<file path="src/rtl/aes_misr_pkg.sv">
// Shared types and helpers for the AES response MISR.
// Holds the run-state enum, the default Galois polynomial and the single-step
// MISR update used by the signature register.
package aes_misr_pkg;

  // Width of one AES block; the MISR step is defined over exactly this width
  localparam int MISR_W = 128;

  // x^128 + x^7 + x^2 + x + 1, with the implicit x^128 term dropped
  localparam logic [MISR_W-1:0] DEFAULT_POLY = 128'h87;

  typedef enum logic [1:0] {
    IDLE     = 2'd0,
    WAIT_LAT = 2'd1,
    COMPACT  = 2'd2,
    DONE     = 2'd3
  } misr_state_e;

  // One Galois MISR step: shift left, fold the bit that fell out back in
  // through the taps, then mix in the incoming response word.
  function automatic logic [MISR_W-1:0] misr_step(
    input logic [MISR_W-1:0] sig,
    input logic [MISR_W-1:0] data,
    input logic [MISR_W-1:0] poly
  );
    return {sig[MISR_W-2:0], 1'b0} ^ (sig[MISR_W-1] ? poly : '0) ^ data;
  endfunction

endpackage

</file>
<file path="src/rtl/misr_reg.sv">
// Signature register for the AES response MISR.
// Loads SEED on clear, otherwise advances by one Galois step whenever enabled.
// Clear has priority over enable so a restart always discards a coincident word.
module misr_reg
  import aes_misr_pkg::*;
#(
  parameter int                  NUM_BITS = MISR_W,
  parameter logic [NUM_BITS-1:0] SEED     = '0,
  parameter logic [NUM_BITS-1:0] POLY     = DEFAULT_POLY
) (
  input  logic                clk,
  input  logic                rst_n,
  input  logic                i_clear,
  input  logic                i_enable,
  input  logic [NUM_BITS-1:0] i_data,
  output logic [NUM_BITS-1:0] o_sig
);

  logic [NUM_BITS-1:0] r_sig;
  logic [NUM_BITS-1:0] w_step;

  assign w_step = misr_step(r_sig, i_data, POLY);
  assign o_sig  = r_sig;

  // Signature state: reset to zero, reseed on clear, compact on enable
  always_ff @(posedge clk or negedge rst_n) begin
    if (!rst_n) begin
      r_sig <= '0;
    end else if (i_clear) begin
      r_sig <= SEED;
    end else if (i_enable) begin
      r_sig <= w_step;
    end
  end

endmodule

</file>
<file path="src/rtl/aes_response_misr.sv">
// Response-side MISR for aes_128 regression runs.
// Skips the pipeline fill (LATENCY issue-valid cycles), then compacts N
// ciphertexts into one signature and raises o_done until the next i_start.
// Optional feature: define AES_MISR_GOLDEN_CHECK_EN to add i_golden / o_pass,
// which compare the final signature against an expected value on entry to DONE.
module aes_response_misr
  import aes_misr_pkg::*;
#(
  parameter int                  NUM_BITS = 128,
  parameter int                  LATENCY  = 21,
  parameter int                  COUNT_W  = 32,
  parameter logic [NUM_BITS-1:0] SEED     = '0,
  parameter logic [NUM_BITS-1:0] POLY     = DEFAULT_POLY
) (
  input  logic                clk,
  input  logic                rst_n,
  input  logic                i_start,
  input  logic [COUNT_W-1:0]  i_num_tests,
  input  logic                i_valid,
  input  logic [NUM_BITS-1:0] i_data,
`ifdef AES_MISR_GOLDEN_CHECK_EN
  input  logic [NUM_BITS-1:0] i_golden,
  output logic                o_pass,
`endif
  output logic [NUM_BITS-1:0] o_signature,
  output logic [COUNT_W-1:0]  o_count,
  output logic                o_busy,
  output logic                o_done
);

  // The latency counter only has to reach LATENCY-1
  localparam int                LAT_W    = (LATENCY > 1) ? $clog2(LATENCY) : 1;
  localparam logic [LAT_W-1:0]  LAT_LAST = LAT_W'(LATENCY - 1);

  misr_state_e          r_state;
  misr_state_e          w_state_next;
  logic [LAT_W-1:0]     r_lat_cnt;
  logic [COUNT_W-1:0]   r_count;
  logic [COUNT_W-1:0]   r_num_tests;
  logic [COUNT_W-1:0]   w_count_inc;
  logic                 w_absorb;
  logic                 w_lat_inc;
  logic [NUM_BITS-1:0]  w_signature;

  assign w_count_inc = r_count + COUNT_W'(1);

  // Next-state and per-cycle strobes; a start request overrides everything
  always_comb begin
    w_state_next = r_state;
    w_absorb     = 1'b0;
    w_lat_inc    = 1'b0;
    if (i_start) begin
      w_state_next = (i_num_tests == '0) ? DONE : WAIT_LAT;
    end else begin
      case (r_state)
        WAIT_LAT: begin
          if (i_valid) begin
            w_lat_inc = 1'b1;
            if (r_lat_cnt == LAT_LAST) begin
              w_state_next = COMPACT;
            end
          end
        end
        COMPACT: begin
          if (i_valid) begin
            w_absorb = 1'b1;
            if (w_count_inc == r_num_tests) begin
              w_state_next = DONE;
            end
          end
        end
        IDLE, DONE: begin
          w_state_next = r_state;
        end
        default: begin
          w_state_next = IDLE;
        end
      endcase
    end
  end

  // State register
  always_ff @(posedge clk or negedge rst_n) begin
    if (!rst_n) begin
      r_state <= IDLE;
    end else begin
      r_state <= w_state_next;
    end
  end

  // Latency counter, absorbed-word counter and the latched run length
  always_ff @(posedge clk or negedge rst_n) begin
    if (!rst_n) begin
      r_lat_cnt   <= '0;
      r_count     <= '0;
      r_num_tests <= '0;
    end else if (i_start) begin
      r_lat_cnt   <= '0;
      r_count     <= '0;
      r_num_tests <= i_num_tests;
    end else begin
      if (w_lat_inc) begin
        r_lat_cnt <= r_lat_cnt + LAT_W'(1);
      end
      if (w_absorb) begin
        r_count <= w_count_inc;
      end
    end
  end

  misr_reg #(
    .NUM_BITS (NUM_BITS),
    .SEED     (SEED),
    .POLY     (POLY)
  ) u_misr_reg (
    .clk      (clk),
    .rst_n    (rst_n),
    .i_clear  (i_start),
    .i_enable (w_absorb),
    .i_data   (i_data),
    .o_sig    (w_signature)
  );

`ifdef AES_MISR_GOLDEN_CHECK_EN
  logic [NUM_BITS-1:0] w_sig_next;
  logic                w_enter_done;
  logic                r_pass;

  assign w_sig_next   = misr_step(w_signature, i_data, POLY);
  assign w_enter_done = (w_state_next == DONE) && (r_state != DONE);
  assign o_pass       = r_pass;

  // Golden compare: judged on the signature DONE is entered with, held until restart
  always_ff @(posedge clk or negedge rst_n) begin
    if (!rst_n) begin
      r_pass <= 1'b0;
    end else if (i_start) begin
      r_pass <= (i_num_tests == '0) && (SEED == i_golden);
    end else if (w_enter_done) begin
      r_pass <= (w_sig_next == i_golden);
    end
  end
`endif

  assign o_signature = w_signature;
  assign o_count     = r_count;
  assign o_busy      = (r_state == WAIT_LAT) || (r_state == COMPACT);
  assign o_done      = (r_state == DONE);

endmodule
</file>
<file path="config.mk">
export PLATFORM = sky130hd
export DESIGN_NAME = aes_response_misr
export DESIGN_NICKNAME = d
export VERILOG_FILES = /design/src/rtl/aes_misr_pkg.sv /design/src/rtl/misr_reg.sv /design/src/rtl/aes_response_misr.sv
export SDC_FILE = /design/constraint.sdc
export NUM_CORES = 1
export LEC_CHECK = 0
export ABC_AREA = 1
export CAP_MARGIN = 25
export CORE_MARGIN = 10
export CORE_UTILIZATION = 50
export DETAILED_ROUTE_END_ITERATION = 8
export PLACE_DENSITY = 0.95
export RECOVER_POWER = 50
export SLEW_MARGIN = 20
export SYNTH_ARGS = -nofsm -noshare
export SYNTH_HDL_FRONTEND = slang
export SYNTH_SLANG_ARGS = --single-unit
export TNS_END_PERCENT = 100
</file>
<file path="constraint.sdc">
create_clock -name clk -period 3.5 [get_ports clk]
set_input_delay 0.525 -clock clk [delete_from_list [all_inputs] [get_ports clk]]
set_output_delay 0.525 -clock clk [all_outputs]
set_load 0.1 [all_outputs]
</file>
# Word level (Yosys, flattened, before mapping)
# Index checks and enable logic that the tools add are counted.
# word_totals
reg_bits,199
in_bits,164
elab_cells,45
# op_classes
addsub,2
eq_ne,10
n_mux,19
bitwise_logic,2
n_reduce_logical,7
# op_table
operator,count
$mux W128,2
$xor A128 B128 Y128,2
$mux W32,2
$add A32 B1 Y32 const B,1
$eq A32 B32 Y1,1
$logic_not A32 Y1,1
$mux W2,6
$ne A3 B3 Y1 const B,4
$mux W5,2
$mux W8,1
$add A5 B1 Y5 const B,1
$eq A5 B5 Y1 const B,1
$mux W1,5
$reduce_and A5 Y1,1
$eq A2 B2 Y1 const B,2
$pmux W2 S2,1
$reduce_bool A2 Y1,2
$eq A2 B1 Y1 const B,1
$logic_not A2 Y1,1
$ne A2 B2 Y1 const B,1
$reduce_or A2 Y1,1
$logic_or A1 B1 Y1,1

# Depth between registers and ports, before layout
# logic_depth
depth_word,6
depth_mapped,20

# Hierarchy
# Synthesis repeated with hierarchy kept, for this count alone.
# hier_totals
cells_unflattened,1229
hier_area_um2,10369.9
# by_module_without_submodules
mod,n_inst,cells_per_inst,area_each_um2
misr_reg,1,563,5905.7
aes_response_misr,1,666,4464.3

# Least setup slack after synthesis
# OpenSTA, ideal clock, no wires.
# synth_timing
path_type,flip-flop to flip-flop
start,"register r_count[0], in the netlist o_count[0]"
end,register r_state[0]
setup_ns,0.117
arrival_ns,2.677
required_ns,3.383
path_slack_ns,0.706
path_stages_with_launch,19
path_buffers,0
period_less_slack_ns,2.794
cell_sequence,dfrtp_1 > ha_1 > nand2_2 > nor2_8 > nand2_4 > nor2_4 > nand2_1 > nand2_1 > nand2_1 > nand2_1 > nand2_1 > nor2_1 > nand2_1 > nor2_1 > nand3_1 > nand2_1 > nand2_2 > nand3_1 > nand2_1
# synth_via
elab_chain_len,4
# synth_rtl
item,line,source
start: declaration,aes_response_misr.sv:38,logic [COUNT_W-1:0] r_count;
start signal: assignment,aes_response_misr.sv:106,r_count <= w_count_inc;
$add A32 B1 Y32,aes_response_misr.sv:45,assign w_count_inc = r_count + COUNT_W'(1);
$eq A32 B32 Y1,aes_response_misr.sv:67,if (w_count_inc == r_num_tests) begin
$ne A3 B3 Y1 (no source line),--,
$reduce_and A5 Y1 (no source line),--,
end signal: assignment,aes_response_misr.sv:87,r_state <= w_state_next;
end: declaration,aes_response_misr.sv:35,misr_state_e r_state;
# Every way passes these cells.
# A chain may end at the register's enable or synchronous reset.

# Worst setup path in the final report
# layout_timing
start,input i_valid
end,"register u_misr_reg.r_sig[111], in the netlist u_misr_reg.o_sig[111]"
# layout_via
elab_chain_len,4
# layout_rtl
item,line,source
start: declaration,aes_response_misr.sv:19,"input logic i_valid,"
$mux W1,aes_response_misr.sv:65,if (i_valid) begin
$mux W1,aes_response_misr.sv:55,case (r_state)
$mux W1,aes_response_misr.sv:52,if (i_start) begin
$reduce_bool A2 Y1 (no source line),--,
end signal: assignment,misr_reg.sv:32,r_sig <= w_step;
end: declaration,misr_reg.sv:19,logic [NUM_BITS-1:0] r_sig;
# Every way passes these cells.

==> impl_metrics.csv <==
group,metric,value,unit
outcome,status,"complete, but fails checks",
outcome,violations,"max-capacitance violations, max-slew violations",
floorplan,rows,51,
drt,ant_nets,0,
power_and_ir_drop,power.density,760.5,nW/µm²
sta,maxSlewViolCount,125,
yosys,yosys_warnings,0,
clock_tree,clk_path_buf_depth,2,
clock_tree,clock_latency,440,ps
clock_tree,path_clk_slew,80,ps
sta,tns,0,ps
power_and_ir_drop,power_frac_comb,50.7,%
cells_and_area,n_fill_cell,1391,
drt,drc_errors,0,
worst_setup_path,critical_path.slowest_cell,"buf_4",
cells_and_area,multiInputGateArea,4606,µm²
power_and_ir_drop,p_switching,5593,µW
drt,drtPass1Iterations,6,
clock_tree,cts_sinks,199,
sta,fmax,341.9,MHz
power_and_ir_drop,seq_power_share,30.4,%
worst_setup_path,cp_max_fo,88,
clock_tree,clock-root-buffer,"clkbuf_16",
yosys,ys_async_sr_fraction,100.0,%
yosys,synthCells,1205,
sta,fin_worst_skew,11.93,ps
cells_and_area,layout-drive-gt1-share,4.246,%
clock_tree,cts_made_buffers,17,
drt,num_vias,9914,
global_routing,grt_pass1_vias,10200,
place,place.port_buffers,325,
drt,avgRoutedWirePerCell,20.58,µm
global_routing,grt_start_max_net_pins,89,
sta,finalHoldViolations,0,
sta,fin_crit_sh,83.56,%
global_routing,grt_pass1_wl,56980,µm
global_routing,antenna_found_initial,2,
global_routing,grt_usage,27.58,%
drt,drt_iter0_markers,921,
floorplan,die_w,161.8,µm
sta,rsz0062_at_grt,"false",
clock_tree,postCtsResizedCells,0,
sta,period_needed,2924,ps
yosys,ys_types,30,
worst_setup_path,cp.arrival,3250,ps
sta,setup_violations,0,
worst_hold_path,hold_path.class,"register to register",
sta,slew_headroom,-33.92,%
power_and_ir_drop,pwr-share-clk,18.9,%
power_and_ir_drop,swShare,52.21,%
yosys,synth_edf_count,0,
power_and_ir_drop,leakage,0.005883,µW
floorplan,die_height,161.8,µm
clock_tree,cts_tree,"built",
power_and_ir_drop,p_int,5120,µW
cells_and_area,diodes,0,
worst_setup_path,end_kind,"register",
worst_setup_path,cp-start-kind,"input pin",
worst_setup_path,crit_type,"input pin to register",
clock_tree,cts-htree-levels,4,
yosys,syn_area,10060,µm²
yosys,yosysSeqAreaShare,49.51,%
yosys,syn_nets,1375,
yosys,avgSynthCellArea,8.346,µm²
worst_setup_path,cp_slowest_stage_delay,820,ps
place,gp_congestion,0.9602,
worst_setup_path,required,3820,ps
cells_and_area,areaGrowthSynthToFinish,40.06,%
floorplan,io_pins,326,
yosys,yosys_most_used_dff,"dfrtp_1",
cells_and_area,seq_area,4980,µm²
drt,avgViaCountPerCell,5.520,
worst_setup_path,path_cells,"dlygate4sd3_1, a21oi_4, clkbuf_2, buf_4, nand2_1, o21ai_0",
place,dp_hpwl,28270,µm
floorplan,core,19650,µm²
yosys,synth_seq_cells,199,
sta,hold_ws,507.3,ps
floorplan,initial_utilization,51.17,%
sta,tightest_slew,2009,ps
cells_and_area,layout_commonest_cell,"nand2_1",
cells_and_area,layout_common_cells,"nand2_1 (355), clkdlybuf4s50_1 (304), dfrtp_1 (199)",
floorplan,die-area,26190,µm²
drt,drt_wl_total,36950,µm
run,cap_violations,2,
clock_tree,cts_hold_buf,0,
power_and_ir_drop,ir_worst_vdd,0.0008342,V
cells_and_area,fin_nets,1689,
clock_tree,post_cts_buffers,0,
global_routing,grt_remaining_overflow,0,
[flip-flops by register name, summed over array words and instances, names as in the netlist]
name and flops:
u_misr_reg.o_sig 128, o_count 32, r_num_tests 32, r_state 2, r_lat_cnt 5
[power by group through the flow]
stage	logic [µW]	registers, µW	clock network (µW)
CTS	5500	3250	2030
global placement	5370	3250	0
detailed placement	5490	3270	0
global route	5620	3310	2120
floorplan	1090	6050	0
finish	5430	3260	2020
[routing by layer]
| layer | up-vias | track usage [%] | wire length [µm] |
|---|---|---|---|
| met5 | - | 0 | 10 |
| met4 | 2 | 13.15 | 1858 |
| met3 | 111 | 9.454 | 3708 |
| met2 | 562 | 48.52 | 18680 |
| met1 | 4736 | 28.96 | 12690 |
| li1 | 4503 | - | - |
[area by class of cell]
class,instances,area share [%]
Clock buffer,17,3.020
Clock inverter,14,1.172
Inverter,86,2.292
Multi-Input combinational cell,878,32.70
Sequential cell,199,35.35
Tap cell,265,2.354
Timing Repair Buffer,337,23.11
[cell families after synthesis]
family / synth area share, %
flip-flops: 49.51
AO/OA/AOI/OAI: 10.33
AND/OR/NAND/NOR: 22.14
XOR/XNOR: 12.47
adder cells (fa/ha/maj): 0.7464
buffers and inverters: 4.802
[worst paths after layout]
kind,cells past startpoint,start,to,slack (ps)
max in group asynchronous,2,rst_n,u_misr_reg.o_sig[20]$_DFFE_PN0P_,1020
max,6,i_valid,u_misr_reg.o_sig[111]$_DFFE_PN0P_,580
min in group asynchronous,1,rst_n,r_num_tests[15]$_DFFE_PN0P_,650
min,2,r_num_tests[21]$_DFFE_PN0P_,r_num_tests[21]$_DFFE_PN0P_,510
max reg2reg,7,r_state[0]$_DFFE_PN0P_,u_misr_reg.o_sig[111]$_DFFE_PN0P_,590
min reg2reg,2,r_num_tests[21]$_DFFE_PN0P_,r_num_tests[21]$_DFFE_PN0P_,510
[synth_stat cells, types with 3 or more instances]
cell type	count	area, µm²
inv_1	84	315.3
ha_1	6	75.07
nor2_2	6	37.54
xnor2_1	129	1130
dfrtp_1	199	4980
clkbuf_1	39	146.4
o31ai_1	3	22.52
xor2_1	9	78.83
nor4_1	8	50.05
nor2_4	4	45.04
nand4_1	5	31.28
o22ai_1	19	118.9
o21ai_0	170	850.8
nand2_1	355	1333
a21oi_1	5	25.02
nand3_1	75	375.4
nor2_1	64	240.2
nand2_2	7	43.79
[through the flow]
step                      instance area, µm²  total power, µW  setup WS, ps  util, %  cells
after global placement                 13560             8619         738.0    68.97   1764
after global routing                   14090            11050         327.1    71.67   1796
final                                  14090            10710         575.6    71.67   1796
after detailed placement               13560             8754         613.3    68.97   1764
after floorplan                        10060             7137         705.7        -   1205
after CTS                              14150            10790         835.3    71.98   1795
[critical path, delay by kind of cell]
family,cells,cell delay [ps]
buffers and inverters,3,2190
AND/OR/NAND/NOR,1,140
AO/OA/AOI/OAI,2,320
No activity file was read; power rests on OpenSTA's default activity.
